--- config.mk ---
export PLATFORM = sky130hd
export DESIGN_NAME = vga_buffer_arbiter
export DESIGN_NICKNAME = d
export VERILOG_FILES = /design/src/rtl/vga_pkg.sv /design/src/rtl/vga_buffer_arbiter_fifo.sv /design/src/rtl/vga_buffer_arbiter.sv
export SDC_FILE = /design/constraint.sdc
export NUM_CORES = 1
export LEC_CHECK = 0
export CORE_MARGIN = 8
export CORE_UTILIZATION = 47
export DETAILED_ROUTE_END_ITERATION = 8
export PLACE_DENSITY = 0.82
export SLEW_MARGIN = 20
export SYNTH_ARGS = -nofsm -noshare
export SYNTH_HDL_FRONTEND = slang
export SYNTH_SLANG_ARGS = --single-unit
export TNS_END_PERCENT = 5
--- constraint.sdc ---
create_clock -name clk -period 2.5 [get_ports clk]
set_clock_uncertainty 0.1 [all_clocks]
set_input_delay 0.5 -clock clk [delete_from_list [all_inputs] [get_ports clk]]
set_output_delay 0.5 -clock clk [all_outputs]
set_load 0.05 [all_outputs]
--- src/rtl/vga_pkg.sv ---
// Shared definitions for the VGA frame buffer arbiter.
// Provides geometry constants, the grant type and the write-entry bundle.
package vga_pkg;

    localparam int DATA_W = 12;
    localparam int ROW_W  = 8;
    localparam int COL_W  = 9;
    localparam int ROWS   = 240;
    localparam int COLS   = 320;

    typedef enum logic [1:0] {
        IDLE,
        READ,
        WRITE,
        FORCE
    } grant_t;

    typedef struct packed {
        logic [ROW_W-1:0]  row;
        logic [COL_W-1:0]  col;
        logic [DATA_W-1:0] pixel;
    } wr_entry_t;

    function automatic logic in_range(
        input logic [ROW_W-1:0] r,
        input logic [COL_W-1:0] c
    );
        return (int'(r) < ROWS) && (int'(c) < COLS);
    endfunction

endpackage

--- src/rtl/vga_buffer_arbiter_fifo.sv ---
// pixel_write_fifo: synchronous FIFO holding pending pixel writes.
// Ports: push/din in, pop/dout (head, registered storage), full/empty/level.
module pixel_write_fifo
    import vga_pkg::*;
#(
    parameter int DEPTH = 4
) (
    input  logic                   clk,
    input  logic                   rst,
    input  logic                   push,
    input  wr_entry_t              din,
    input  logic                   pop,
    output wr_entry_t              dout,
    output logic                   full,
    output logic                   empty,
    output logic [$clog2(DEPTH):0] level
);

    localparam int AW = $clog2(DEPTH);
    localparam int LW = AW + 1;

    wr_entry_t         mem [DEPTH];
    logic [AW-1:0]     wr_ptr;
    logic [AW-1:0]     rd_ptr;

    // Storage needs no reset; level/pointers define what is valid.
    always_ff @(posedge clk) begin
        if (push) begin
            mem[wr_ptr] <= din;
        end
    end

    always_ff @(posedge clk or posedge rst) begin
        if (rst) begin
            wr_ptr <= '0;
            rd_ptr <= '0;
            level  <= '0;
        end else begin
            if (push) wr_ptr <= wr_ptr + 1'b1;
            if (pop)  rd_ptr <= rd_ptr + 1'b1;
            unique case ({push, pop})
                2'b10:   level <= level + 1'b1;
                2'b01:   level <= level - 1'b1;
                default: level <= level;
            endcase
        end
    end

    assign dout  = mem[rd_ptr];
    assign full  = (level == LW'(DEPTH));
    assign empty = (level == '0);

endmodule

--- src/rtl/vga_buffer_arbiter.sv ---
// Arbitrates the single-port frame buffer between VGA reads and queued writes.
// Ports: writer (wr_*), VGA reader (rd_*), RAM port (ram_*), oob_err, fifo_level.
module vga_buffer_arbiter
    import vga_pkg::*;
#(
    parameter int FIFO_DEPTH   = 4,
    parameter int STARVE_LIMIT = 8
) (
    input  logic                        clk,
    input  logic                        rst,
    input  logic                        wr_valid,
    output logic                        wr_ready,
    input  logic [ROW_W-1:0]            wr_row,
    input  logic [COL_W-1:0]            wr_col,
    input  logic [DATA_W-1:0]           wr_pixel,
    input  logic                        rd_req,
    input  logic [ROW_W-1:0]            rd_row,
    input  logic [COL_W-1:0]            rd_col,
    output logic                        rd_valid,
    output logic [DATA_W-1:0]           rd_pixel,
    output logic                        rd_dropped,
    output logic [ROW_W-1:0]            ram_row,
    output logic [COL_W-1:0]            ram_col,
    output logic                        ram_we,
    output logic [DATA_W-1:0]           ram_wdata,
    input  logic [DATA_W-1:0]           ram_rdata,
    output logic                        oob_err,
    output logic [$clog2(FIFO_DEPTH):0] fifo_level
);

    localparam int SW = $clog2(STARVE_LIMIT + 1);

    grant_t            grant;
    wr_entry_t         head;
    wr_entry_t         entry;
    logic              full;
    logic              empty;
    logic              accept;
    logic              push;
    logic              pop;
    logic              starved;
    logic [SW-1:0]     starve;
    logic [DATA_W-1:0] rd_hold;

    // Full comes from the level register, so a pop in the same
    // cycle never lets a push into a full FIFO.
    assign wr_ready = ~full;
    assign accept   = wr_valid & wr_ready;
    assign push     = accept & in_range(wr_row, wr_col);
    assign entry    = '{row: wr_row, col: wr_col, pixel: wr_pixel};

    pixel_write_fifo #(
        .DEPTH(FIFO_DEPTH)
    ) u_fifo (
        .clk  (clk),
        .rst  (rst),
        .push (push),
        .din  (entry),
        .pop  (pop),
        .dout (head),
        .full (full),
        .empty(empty),
        .level(fifo_level)
    );

    assign starved = full && (starve == SW'(STARVE_LIMIT));

    always_comb begin
        grant = IDLE;
        if (rst) begin
            grant = IDLE;
        end else if (rd_req) begin
            grant = starved ? FORCE : READ;
        end else if (!empty) begin
            grant = WRITE;
        end
    end

    assign pop = (grant == WRITE) || (grant == FORCE);

    always_comb begin
        ram_row   = '0;
        ram_col   = '0;
        ram_we    = 1'b0;
        ram_wdata = '0;
        unique case (grant)
            READ: begin
                ram_row = rd_row;
                ram_col = rd_col;
            end
            WRITE, FORCE: begin
                ram_row   = head.row;
                ram_col   = head.col;
                ram_we    = 1'b1;
                ram_wdata = head.pixel;
            end
            default: ;
        endcase
    end

    always_ff @(posedge clk or posedge rst) begin
        if (rst) begin
            starve <= '0;
        end else if (pop || !full) begin
            starve <= '0;
        end else if (grant == READ && !starved) begin
            starve <= starve + 1'b1;
        end
    end

    always_ff @(posedge clk or posedge rst) begin
        if (rst) begin
            rd_valid   <= 1'b0;
            rd_dropped <= 1'b0;
            rd_hold    <= '0;
            oob_err    <= 1'b0;
        end else begin
            rd_valid   <= (grant == READ);
            rd_dropped <= (grant == FORCE);
            if (rd_valid) rd_hold <= ram_rdata;
            if (accept && !push) oob_err <= 1'b1;
        end
    end

    // Returned data is the RAM's registered output in the valid
    // cycle; otherwise the last returned pixel is held.
    assign rd_pixel = rd_valid ? ram_rdata : rd_hold;

endmodule

==> run metrics <==
status=finished with violations; failing checks=setup timing; share of cells above drive strength 1=0.427; core footprint=11900 sq um; vias post-DR=3285; HPWL after DPL=7960 um; total gr overflow=0; Hold Path Class=reg -> reg; WHS=0.371 ns; root buf cell=clkbuf_16; FMAX=about 0.35 GHz; Worst-Margin Slew=~0.53 ns; Initial DRC Count=between 200 and 250; DR vias/cell=around 5.4; drt pass-1 iters=4; RSZ-0062 raised after global routing=yes; final hold vios=0; Cells after Synth=about 290; CP Class=reg -> out; fin. max-slew vios=0; fillers=722; hold-fix buffers at CTS=0; Synth Warn #=0; GR Util All Layers=0.169; die width=126 um; maximum VDD drop=0.789 mV; largest net degree at the start of global routing=23; Post-Place Worst Slack=-0.0723 ns; ys async rst share=0.183; Detail Route Antenna Nets=0; max cap viols=0; Distinct cells, synth=35; cell taking the most area after synthesis=edfxtp_1; Pleak=about 0.0032 uW; worst endpoint required time=around 1.9 ns; Syn Nets=approximately 360; register area=around 4100 sq um; vias in the first global route=about 3.6k; post-layout worst setup margin=-0.387 ns; IO Pins=about 110; worst skew pair latency=0.41 ns; PwrDens=1040 nW/um^2; top post-synthesis cells by area=edfxtp_1 61%, mux4_2 11%, dfrtp_1 11%, a22o_1 2.8%, mux2_2 2.4%; Final nets=between 500 and 600; first-pass GRT wire length=a little over 20000 um; # H-tree levels=4; Synth Register Bits=approximately 140; CP Launch Type=flip-flop; Die Ht=126 um; multi-input logic area=around 1600 sq um; final setup fails=31; CTS buffer count=17; final WL=roughly 13000 um; total power=roughly 9000 uW; clock slew at reported path FFs=0.05 ns; Seq/Total Area, Yosys=0.725; WL per Instance=approximately 22 um; TritonCTS clock tree=done; area grow syn2layout=51.2%; most common cell after layout, fill and taps aside=edfxtp_1; most frequent cells in the layout=116 x edfxtp_1, 67 x clkdlybuf4s50_1, 51 x buf_12; clock sink count=142; average footprint of a synthesized cell=~20 sq um; Worst EP arrival=about 2.3 ns; drt drc=0; Main synth FF type=edfxtp_1; antenna cells=0; relative slew slack=0.645; die area=15900 sq um; Post-synth EDFFs=116; Tmin final=~2.9 ns; crit path max fanout=8; row count=40; initial antenna violation count=0; CTS max path bufs=2; Synth top area share=0.611; Mapped Area=around 5700 sq um; CP Capture Type=output port; fin crit share=1.15; Starting Density=0.479; I/O Buffers=110; routability-driven placement congestion ratio=around 0.76
==> logic make-up (layout without fill, tap and decap cells) <==
kind of cell | count (synthesis) | after routing | share of synthesized area
compound gates | 28 | 28 | 0.0380
xor+xnor | 5 | 5 | 0.00900
fa+ha+maj | 8 | 8 | 0.0189
buf+inv | 22 | 190 | 0.0208
flops | 142 | 142 | 0.725
mux | 43 | 43 | 0.142
simple gates | 41 | 41 | 0.0463
==> critical path, cell delays in order (launching register included) <==
cell and delay, ns:
dfrtp_1 0.40, inv_2 0.09, ha_4 0.14, nand3b_4 0.08, o31a_1 0.28, nor3_4 0.25, buf_6 0.17, buf_16 0.14
a22o_1 0.17, buf_12 0.14
==> per-layer routing <==
metal  part of all wire  GRT usage  wire (um)  vias up
li1                   -          -          -     1465
met1               0.41      0.196       5280     1700
met2               0.52      0.283       6810      109
met3              0.059     0.0565        763       11
met4              0.010     0.0665        135        0
met5                  0          0          0        -
==> state kept, by name, summed over array words and instances, names as in the netlist <==
register / count
rd_valid: 1
rd_hold: 12
u_fifo.wr_ptr: 2
u_fifo.level: 3
u_fifo.mem: 116
rd_dropped: 1
oob_err: 1
starve: 4
u_fifo.rd_ptr: 2
==> layout make-up <==
cell class	instances	area share
flip-flops and latches	142	0.480
repair buffers	149	0.229
multi-input cells	125	0.190
clock buffers	18	0.0498
clock inverters	14	0.0257
well taps	147	0.0213
inverters	9	0.00392
==> where the power goes <==
part	switching [uW]	internal, uW
Sequential	155	2910
Clock	889	1850
Combinational	1570	1580
==> per-stage QoR <==
step / utilization / setup TNS (ns) / std cells / cell area, sq um
after floorplan: - / -26.97 / 289 / 5700
after global placement: 0.641 / -0.810 / 561 / 7640
after detailed placement: 0.641 / -1.48 / 561 / 7640
after CTS: 0.713 / -11.97 / 603 / 8500
after global routing: 0.724 / -12.67 / 604 / 8620
final: 0.724 / -10.43 / 604 / 8620
==> cell usage after synthesis (2+ instances only) <==
cell / number
nor2_2: 3
nor2_1: 2
and2_1: 17
inv_1: 9
mux4_2: 29
edfxtp_1: 116
xor2_1: 2
nor3_1: 2
buf_2: 5
ha_1: 7
xnor2_1: 2
nand3_1: 2
a21oi_1: 4
o21ai_0: 3
mux2_2: 12
buf_6: 4
nor2b_1: 3
dfrtp_1: 26
a22o_1: 18
nand4_1: 3
clkbuf_1: 3
nand2_1: 4
==> what timing repair did <==
item / in CTS / in global routing
setup endpoints to repair: 31 / 32
resized for setup: 23 / 19
gates cloned: 2 / 1
pin swaps: 14 / 10
endpoints found under the hold margin: 0 / 0
buffers inserted: 8 / 2
==> final timing paths <==
check,start,to,slack [ns],depth (start not counted)
setup / recovery,starve[0]$_DFFE_PP0P_,ram_col[8],-0.39,9
setup reg to reg,starve[0]$_DFFE_PP0P_,u_fifo.level[2]$_DFFE_PP0P_,-0.16,13
hold / removal,oob_err$_DFFE_PP0P_,oob_err$_DFFE_PP0P_,0.37,1
max in group asynchronous,rst,rd_hold[10]$_DFF_PP0_,1.17,4
hold reg to reg,oob_err$_DFFE_PP0P_,oob_err$_DFFE_PP0P_,0.37,1
min in group asynchronous,rst,u_fifo.rd_ptr[0]$_DFFE_PP0P_,0.54,3
Note: power is estimated with default switching activity, not from simulation.
